===== src/rtl/risc_pkg.sv =====
// Shared encodings and types for the RISC pipeline back end.
package risc_pkg;

    localparam int DATA_W_DEF = 32;
    localparam int ADDR_W_DEF = 5;

    localparam logic [4:0] FS_MOV = 5'b00000;
    localparam logic [4:0] FS_JML = 5'b11100;
    localparam logic [4:0] FS_MUL = 5'b11110;
    localparam logic [4:0] FS_MUI = 5'b11111;

    localparam logic [1:0] MD_ALU = 2'b00;
    localparam logic [1:0] MD_MEM = 2'b01;
    localparam logic [1:0] MD_SLT = 2'b10;

    typedef enum logic [1:0] {
        IDLE   = 2'b00,
        MUL_LO = 2'b01,
        MUL_HI = 2'b10
    } wb_state_t;

    // MUL and MUI share the upper four function-select bits.
    function automatic logic is_mul(input logic [4:0] fs);
        return (fs[4:1] == FS_MUL[4:1]);
    endfunction

endpackage


===== src/rtl/ex_wb_stage_mux.sv =====
// Write-back source select: ALU result, load data or set-less-than bit.
module wb_data_mux
    import risc_pkg::*;
#(
    parameter int DATA_W = DATA_W_DEF
) (
    input  logic [1:0]        md,
    input  logic [DATA_W-1:0] f,
    input  logic [DATA_W-1:0] mem_data,
    input  logic              n_in,
    input  logic              v_in,
    output logic [DATA_W-1:0] wd_s
);

    // Reserved encoding writes zero.
    always_comb begin
        wd_s = {DATA_W{1'b0}};
        case (md)
            MD_ALU:  wd_s = f;
            MD_MEM:  wd_s = mem_data;
            MD_SLT:  wd_s = {{(DATA_W-1){1'b0}}, n_in ^ v_in};
            default: wd_s = {DATA_W{1'b0}};
        endcase
    end

endmodule


===== src/rtl/ex_wb_stage.sv =====
// Execute-to-writeback stage: registers ALU results, drives the register-file
// write port, splits 64-bit products into two writes and holds the PSR.
module ex_wb_stage
    import risc_pkg::*;
#(
    parameter int DATA_W    = DATA_W_DEF,
    parameter int ADDR_W    = ADDR_W_DEF,
    parameter int HI_OFFSET = 1
) (
    input  logic                clk,
    input  logic                rst_n,
    input  logic                valid_in,
    input  logic [4:0]          FS,
    input  logic [DATA_W-1:0]   F,
    input  logic [2*DATA_W-1:0] F_mul,
    input  logic                Z_in,
    input  logic                C_in,
    input  logic                N_in,
    input  logic                V_in,
    input  logic [ADDR_W-1:0]   DA,
    input  logic                RW,
    input  logic [1:0]          MD,
    input  logic [DATA_W-1:0]   mem_data,
    output logic                stall,
    output logic                rf_we,
    output logic [ADDR_W-1:0]   rf_wa,
    output logic [DATA_W-1:0]   rf_wd,
    output logic [3:0]          psr,
    output logic                valid_out
);

    localparam logic [ADDR_W-1:0] HI_OFF_C = ADDR_W'(HI_OFFSET);
    localparam logic [ADDR_W-1:0] R0_C     = {ADDR_W{1'b0}};

    wb_state_t           state_r;
    wb_state_t           state_s;
    logic                accept_s;
    logic                mul_s;
    logic [DATA_W-1:0]   sel_wd_s;
    logic [DATA_W-1:0]   hi_wd_r;
    logic [ADDR_W-1:0]   hi_wa_r;
    logic                hi_rw_r;
    logic                rf_we_r;
    logic [ADDR_W-1:0]   rf_wa_r;
    logic [DATA_W-1:0]   rf_wd_r;
    logic [3:0]          psr_r;
    logic                valid_out_r;

    wb_data_mux #(.DATA_W(DATA_W)) u_mux (
        .md       (MD),
        .f        (F),
        .mem_data (mem_data),
        .n_in     (N_in),
        .v_in     (V_in),
        .wd_s     (sel_wd_s)
    );

    // stall decodes state only so no loop forms through upstream valid_in.
    assign stall    = (state_r == MUL_LO);
    assign accept_s = valid_in && !stall;
    assign mul_s    = is_mul(FS);

    // Next-state decode.
    always_comb begin
        state_s = IDLE;
        case (state_r)
            IDLE, MUL_HI: begin
                if (accept_s && mul_s) begin
                    state_s = MUL_LO;
                end else begin
                    state_s = IDLE;
                end
            end
            MUL_LO:  state_s = MUL_HI;
            default: state_s = IDLE;
        endcase
    end

    // State register.
    always_ff @(posedge clk) begin
        if (!rst_n) begin
            state_r <= IDLE;
        end else begin
            state_r <= state_s;
        end
    end

    // Write-port, PSR and pending high-word registers.
    always_ff @(posedge clk) begin
        if (!rst_n) begin
            rf_we_r     <= 1'b0;
            rf_wa_r     <= R0_C;
            rf_wd_r     <= {DATA_W{1'b0}};
            psr_r       <= 4'b0000;
            valid_out_r <= 1'b0;
            hi_wd_r     <= {DATA_W{1'b0}};
            hi_wa_r     <= R0_C;
            hi_rw_r     <= 1'b0;
        end else if (state_r == MUL_LO) begin
            rf_we_r     <= hi_rw_r && (hi_wa_r != R0_C);
            rf_wa_r     <= hi_wa_r;
            rf_wd_r     <= hi_wd_r;
            valid_out_r <= 1'b1;
        end else if (accept_s) begin
            psr_r   <= {Z_in, C_in, N_in, V_in};
            rf_wa_r <= DA;
            rf_we_r <= RW && (DA != R0_C);
            if (mul_s) begin
                rf_wd_r     <= F_mul[DATA_W-1:0];
                valid_out_r <= 1'b0;
                hi_wd_r     <= F_mul[2*DATA_W-1:DATA_W];
                hi_wa_r     <= DA + HI_OFF_C;
                hi_rw_r     <= RW;
            end else begin
                rf_wd_r     <= sel_wd_s;
                valid_out_r <= 1'b1;
            end
        end else begin
            rf_we_r     <= 1'b0;
            valid_out_r <= 1'b0;
        end
    end

    assign rf_we     = rf_we_r;
    assign rf_wa     = rf_wa_r;
    assign rf_wd     = rf_wd_r;
    assign psr       = psr_r;
    assign valid_out = valid_out_r;

endmodule


===== config.mk =====
export PLATFORM = sky130hd
export DESIGN_NAME = ex_wb_stage
export DESIGN_NICKNAME = d
export VERILOG_FILES = /design/src/rtl/risc_pkg.sv /design/src/rtl/ex_wb_stage_mux.sv /design/src/rtl/ex_wb_stage.sv
export SDC_FILE = /design/constraint.sdc
export NUM_CORES = 1
export LEC_CHECK = 0
export ABC_AREA = 0
export BUFFER_PORTS_ARGS = -buffer_cell sky130_fd_sc_hd__buf_2
export CAP_MARGIN = 20
export CORE_MARGIN = 2
export CORE_UTILIZATION = 48
export DETAILED_ROUTE_END_ITERATION = 7
export PLACE_DENSITY = 0.82
export SLEW_MARGIN = 20
export SYNTH_ARGS = -nofsm -noshare
export SYNTH_HDL_FRONTEND = slang
export SYNTH_SLANG_ARGS = --single-unit

===== constraint.sdc =====
create_clock -name clk -period 1.4 [get_ports clk]
set_input_delay 0.28 -clock clk [delete_from_list [all_inputs] [get_ports clk]]
set_output_delay 0.28 -clock clk [all_outputs]
set_load 0.1 [all_outputs]

==> Yosys cells after proc, flatten, opt, wreduce, memory -nomap -nowiden <==
Index checks and enable logic that the tools add are counted.
{ "word_totals": {"output_inout_bits": 44, "inputBits": 148, "register_bits": 83, "elab_cells": 43} }
{ "op_classes": {"n_reduce_logical": 13, "n_eq_ne": 5, "mux": 13, "n_bitwise": 2, "n_addsub": 1} }
{ "ops": {"columns": ["cell", "n"], "rows": [
  ["two-way mux 32 bit", 3],
  ["one-hot mux 32 bit (3 select lines)", 1],
  ["two-way mux 5 bit", 2],
  ["nonzero test 5 bit", 2],
  ["two-way mux 1 bit", 6],
  ["adder 5 x 1 -> 5 bit, second input constant", 1],
  ["== test 2 x 1 -> 1 bit, second input constant", 2],
  ["== test 2 bit, second input constant", 2],
  ["== test 4 bit, second input constant", 1],
  ["logical AND 1 bit", 4],
  ["zero test 2 bit", 2],
  ["one-hot mux 2 bit (2 select lines)", 1],
  ["AND reduction 3 bit", 1],
  ["AND reduction 2 bit", 1],
  ["nonzero test 2 bit", 1],
  ["OR reduction 2 bit", 1],
  ["zero test 1 bit", 1],
  ["NOT 1 bit", 1],
  ["XOR 1 bit", 1]
]} }

==> Logic depth before layout (Yosys ltp) <==
{ "logic_depth": {"depth_word": 6, "depth_mapped": 7, "mapped_depth_nobuf": 4} }

==> Modules after synthesis <==
From an unflattened synthesis, not the netlist that was laid out.
{ "unflattened": {"cells_unflattened": 502, "hier_area_um2": 4663.2} }
{ "modules_own_cells": {"columns": ["module", "seq_area_each_um2", "n_inst", "area_per_inst_um2", "cells_each"], "rows": [
  ["ex_wb_stage", 1661.6, 1, 4117.7, 428],
  ["wb_data_mux", 0.0, 1, 545.5, 74]
]} }

==> Worst setup path before layout <==
Ideal clock, no wire load.
{ "synth_path": {"path_kind": "reg2reg", "startpoint": "reg rf_wa[0] (netlist name)", "endpoint": "reg rf_wa_r[0] (netlist: rf_wa[0])", "t_required_ns": 1.314, "path_buffers": 0, "path_slack_ns": 0.008, "setup_ns": 0.086, "stages_incl_launch_ff": 3, "t_arrival_ns": 1.306, "synth_period_minus_slack_ns": 1.392, "cell_sequence": "dfxtp_1 > mux2i_1 > a211oi_1"} }
{ "synth_rtl": {"columns": ["element", "line", "rtl"], "rows": [
  ["end signal: assignment", "ex_wb_stage.sv:101", "rf_wa_r <= hi_wa_r;"],
  ["end: declaration", "ex_wb_stage.sv:44", "logic [ADDR_W-1:0] rf_wa_r;"]
]} }

==> Final worst setup path <==
{ "layout_path": {"startpoint": "reg state_r[1]", "endpoint": "out stall"} }
{ "layout_between": {"elab_chain_len": 1} }
{ "layout_lines": {"columns": ["element", "line", "rtl"], "rows": [
  ["start: declaration", "ex_wb_stage.sv:35", "wb_state_t state_r;"],
  ["start signal: assignment", "ex_wb_stage.sv:84", "state_r <= state_s;"],
  ["== test 2 x 1 -> 1 bit", "ex_wb_stage.sv:59", "assign stall = (state_r == MUL_LO);"],
  ["end: declaration", "ex_wb_stage.sv:24", "output logic stall,"]
]} }
Every way passes these cells.

==> results.sh <==
export IMPL_relSlewSlack_pct=67.7
export IMPL_use_met1_pct=35.2
export IMPL_tightestPinTransition_ns=0.488
export IMPL_netlist_instances=507
export IMPL_grt_busiest_layer="met2"
export IMPL_fin_area_um2=5920
export IMPL_grt_util_all_layers_pct=27.6
export IMPL_instances_no_fill=790
export IMPL_synth_avg_cell_area_um2=8.65
export IMPL_use_met2_pct=46.9
export IMPL_synth_top_family_by_area="compound AO/OA/AOI/OAI gates"
export IMPL_cap_violations=0
export IMPL_critPathKind="register to output pin"
export IMPL_final_layout_size_suffix_gt1_share_pct=44.3
export IMPL_powerDensity_nw_per_um2=940
export IMPL_rr_startpoint="state_r[1]"
export IMPL_finClkSkew_ns=0.0115
export IMPL_dpl_cell_count=766
export IMPL_required_ns=1.12
export IMPL_firstDrtPassIters=5
export IMPL_cpPeakStageDelay_ns=0.33
export IMPL_hold_viol=0
export IMPL_place_hpwl_um=9400
export IMPL_boundaryPins=192
export IMPL_drc=0
export IMPL_rsz0062_at_grt="yes"
export IMPL_synthSimpleGateAreaFrac_pct=16.7
export IMPL_synth_compound_area_share_pct=25.3
export IMPL_end_kind="output pin"
export IMPL_ys_warn_count=0
export IMPL_drv_slew=0
export IMPL_coreArea_um2=8810
export IMPL_nets=824
export IMPL_leakage_nw=2.35
export IMPL_grt_max_degree=69
export IMPL_grt_use_met3_pct=4.64
export IMPL_die_height_um=99.6
export IMPL_start_kind="register"
export IMPL_critical_path_max_fanout=5
export IMPL_vias_per_cell=6.04
export IMPL_netlist_area_um2=4390
export IMPL_htree_levels=3
export IMPL_antenna_left=0
export IMPL_crit_chain="nand2b_4 -> inv_12 -> buf_12"
export IMPL_wl_per_cell_um=17.6
export IMPL_vias=4775
export IMPL_chipWidth_um=99.6
export IMPL_seq_area_um2=1670
export IMPL_cts_root_buf="clkbuf_8"
export IMPL_yosysSeqAreaShare_pct=37.9
export IMPL_clockBufferDepth=2
export IMPL_antenna_found_initial=3
export IMPL_grt_pass1_vias=4742
export IMPL_io_buffers=190
export IMPL_place_gp_congestion=0.805
export IMPL_wl_um=13900
export IMPL_min_delay_start="C_in"
export IMPL_slowest_stage="dfxtp_2"
export IMPL_ys_ff_latch=83
export IMPL_muxShareOfSynthArea_pct=9.32
export IMPL_initial_core_util_pct=49.8
export IMPL_synth_xor_area_share_pct=0.798
export IMPL_num_rows=34
export IMPL_tritoncts="built"
export IMPL_yosysUniqueCellTypes=39
export IMPL_final_fill_count=735
export IMPL_arrival_ns=1.11
export IMPL_min_path_type="input port to register"
export IMPL_timing_final_crit_share_pct=99.3
export IMPL_min_period_ns=1.39
export IMPL_clkTransAtPathRegs_ns=0.09
export IMPL_cts_buffers=9
export IMPL_grt_ovfl_total=0
export IMPL_placed_cell_area_um2=5440
export IMPL_status="finished clean"
export IMPL_tns_ns=0
export IMPL_die_area_um2=9920
export IMPL_grt_pass1_wl_um=22600
export IMPL_setup_viol=0
export IMPL_area_delta_synth_final_pct=35.0
export IMPL_crit_path_start="state_r[1]"
export IMPL_clock_latency_ns=0.34
export IMPL_drt_iter0_markers=205
export IMPL_crit_family="flip-flops"
export IMPL_cp_buffers_inverters=2
export IMPL_cts_sinks=83
export IMPL_ir_worst_vdd_mv=0.541
export IMPL_synth_fp_nets=657
export IMPL_synth_adder_area_share_pct=0.570
export IMPL_multiInputGateArea_um2=2450
export IMPL_clock_fmax_mhz=719
[state kept, by name, indices dropped and copies added (netlist names)]
name and flops:
hi_wd_r 32, rf_wd 32, hi_wa_r 5, rf_wa 5, psr 4, state_r 2, hi_rw_r 1, rf_we 1
valid_out 1
[synth_stat cells (all sizes together)]
cell     number  area, µm²
a211oi        9       67.6
a21oi        64        347
a311oi        1       8.76
a31oi        41        257
and2b         1       7.51
and3b         6       52.6
and4          1       8.76
buf          41        292
clkbuf       24       90.1
dfxtp        83       1660
ha            2       25.0
inv           6       30.0
mux2         31        349
mux2i         6       60.1
nand2         1       3.75
nand2b        2       12.5
nand3        56        280
nand4        48        300
nor2          6       22.5
nor2b         1       6.26
nor3          1       5.00
nor4          2       18.8
nor4b         1       8.76
o21ai        31        155
o22ai         2       12.5
o2bb2ai       1       8.76
o31ai        34        255
or4           1       7.51
xnor2         2       17.5
xor2          2       17.5
[metal layers]
layer / part of all wire [%] / routed length [µm] / vias to the layer above
met2: 50 / 6960 / 220
met1: 41 / 5720 / 2237
met4: 2.2 / 300 / 0
li1: - / - / 2291
met3: 6.9 / 960 / 27
met5: 0 / 0 / -
[report_power, final]
part / internal [mW] / switching (mW)
logic: 0.458 / 0.911
clock network: 0.825 / 0.883
registers: 2.44 / 0.0498
total: 3.72 / 1.84
[logic make-up (layout without fill, tap and decap cells)]
family / after synthesis / count (layout)
fa+ha+maj: 2 / 2
buf+inv: 71 / 243
simple gates: 127 / 127
compound gates: 183 / 183
other cells: 0 / 3
xor+xnor: 4 / 4
flops: 83 / 83
mux: 37 / 37
[cells in the final DEF, fill, tap and decap left out, drive strengths merged, types with 2 or more instances in the layout]
cell / synthesis / layout
buf: 41 / 211
dfxtp: 83 / 83
a21oi: 64 / 64
nand3: 56 / 56
nand4: 48 / 48
a31oi: 41 / 41
o31ai: 34 / 34
mux2: 31 / 31
o21ai: 31 / 31
clkbuf: 24 / 20
a211oi: 9 / 9
mux2i: 6 / 6
nor2: 6 / 6
and3b: 6 / 6
inv: 6 / 6
diode: 0 / 3
clkinvlp: 0 / 3
xnor2: 2 / 2
o22ai: 2 / 2
xor2: 2 / 2
ha: 2 / 2
nand2b: 2 / 2
nor4: 2 / 2
clkinv: 0 / 2
[layout make-up]
cell class,count,area share (%)
clock buffer,10,2.15
clock inverter,6,1.12
inverter,6,0.591
sequential,83,28.1
timing repair buffer,221,24.1
tap,108,2.28
multi-input combinational,353,41.4
antenna,3,0.127
[per-stage QoR]
stage	utilization [%]	hold WS, ns	setup slack [ns]	power, mW
2_1_floorplan	-	0.377	0.00811	3.43
3_3_place_gp	61.7	0.452	0.0405	3.82
3_5_place_dp	61.7	0.457	-0.00250	3.84
4_1_cts	65.3	0.167	-0.00154	5.57
5_1_grt	67.3	0.184	-0.0311	5.79
6_report	67.3	0.177	0.00911	5.57
[worst register-to-register path: cells and delay by family, from the launching register on]
kind                   cells  cell delay (ns)
buffers and inverters      3             0.38
AOI/OAI and AO/OA          2             0.34
DFF                        1             0.33
and+or+nand+nor            1             0.19
[what timing repair did]
item                       in CTS  in global routing
resized for setup              34                 35
buffers inserted                4                  1
hold buffers                    0                  0
setup endpoints to repair      32                 34
hold endpoints to repair        0                  0
pin swaps                       0                  0
[final timing paths]
kind	cells after the start	slack, ns	to
setup / recovery	3	0.009	stall
hold / removal	3	0.18	psr[2]
setup reg to reg	6	0.04	hi_wd_r[19]
hold reg to reg	2	0.47	hi_wd_r[7]
Power figures use the tool's default switching activity.
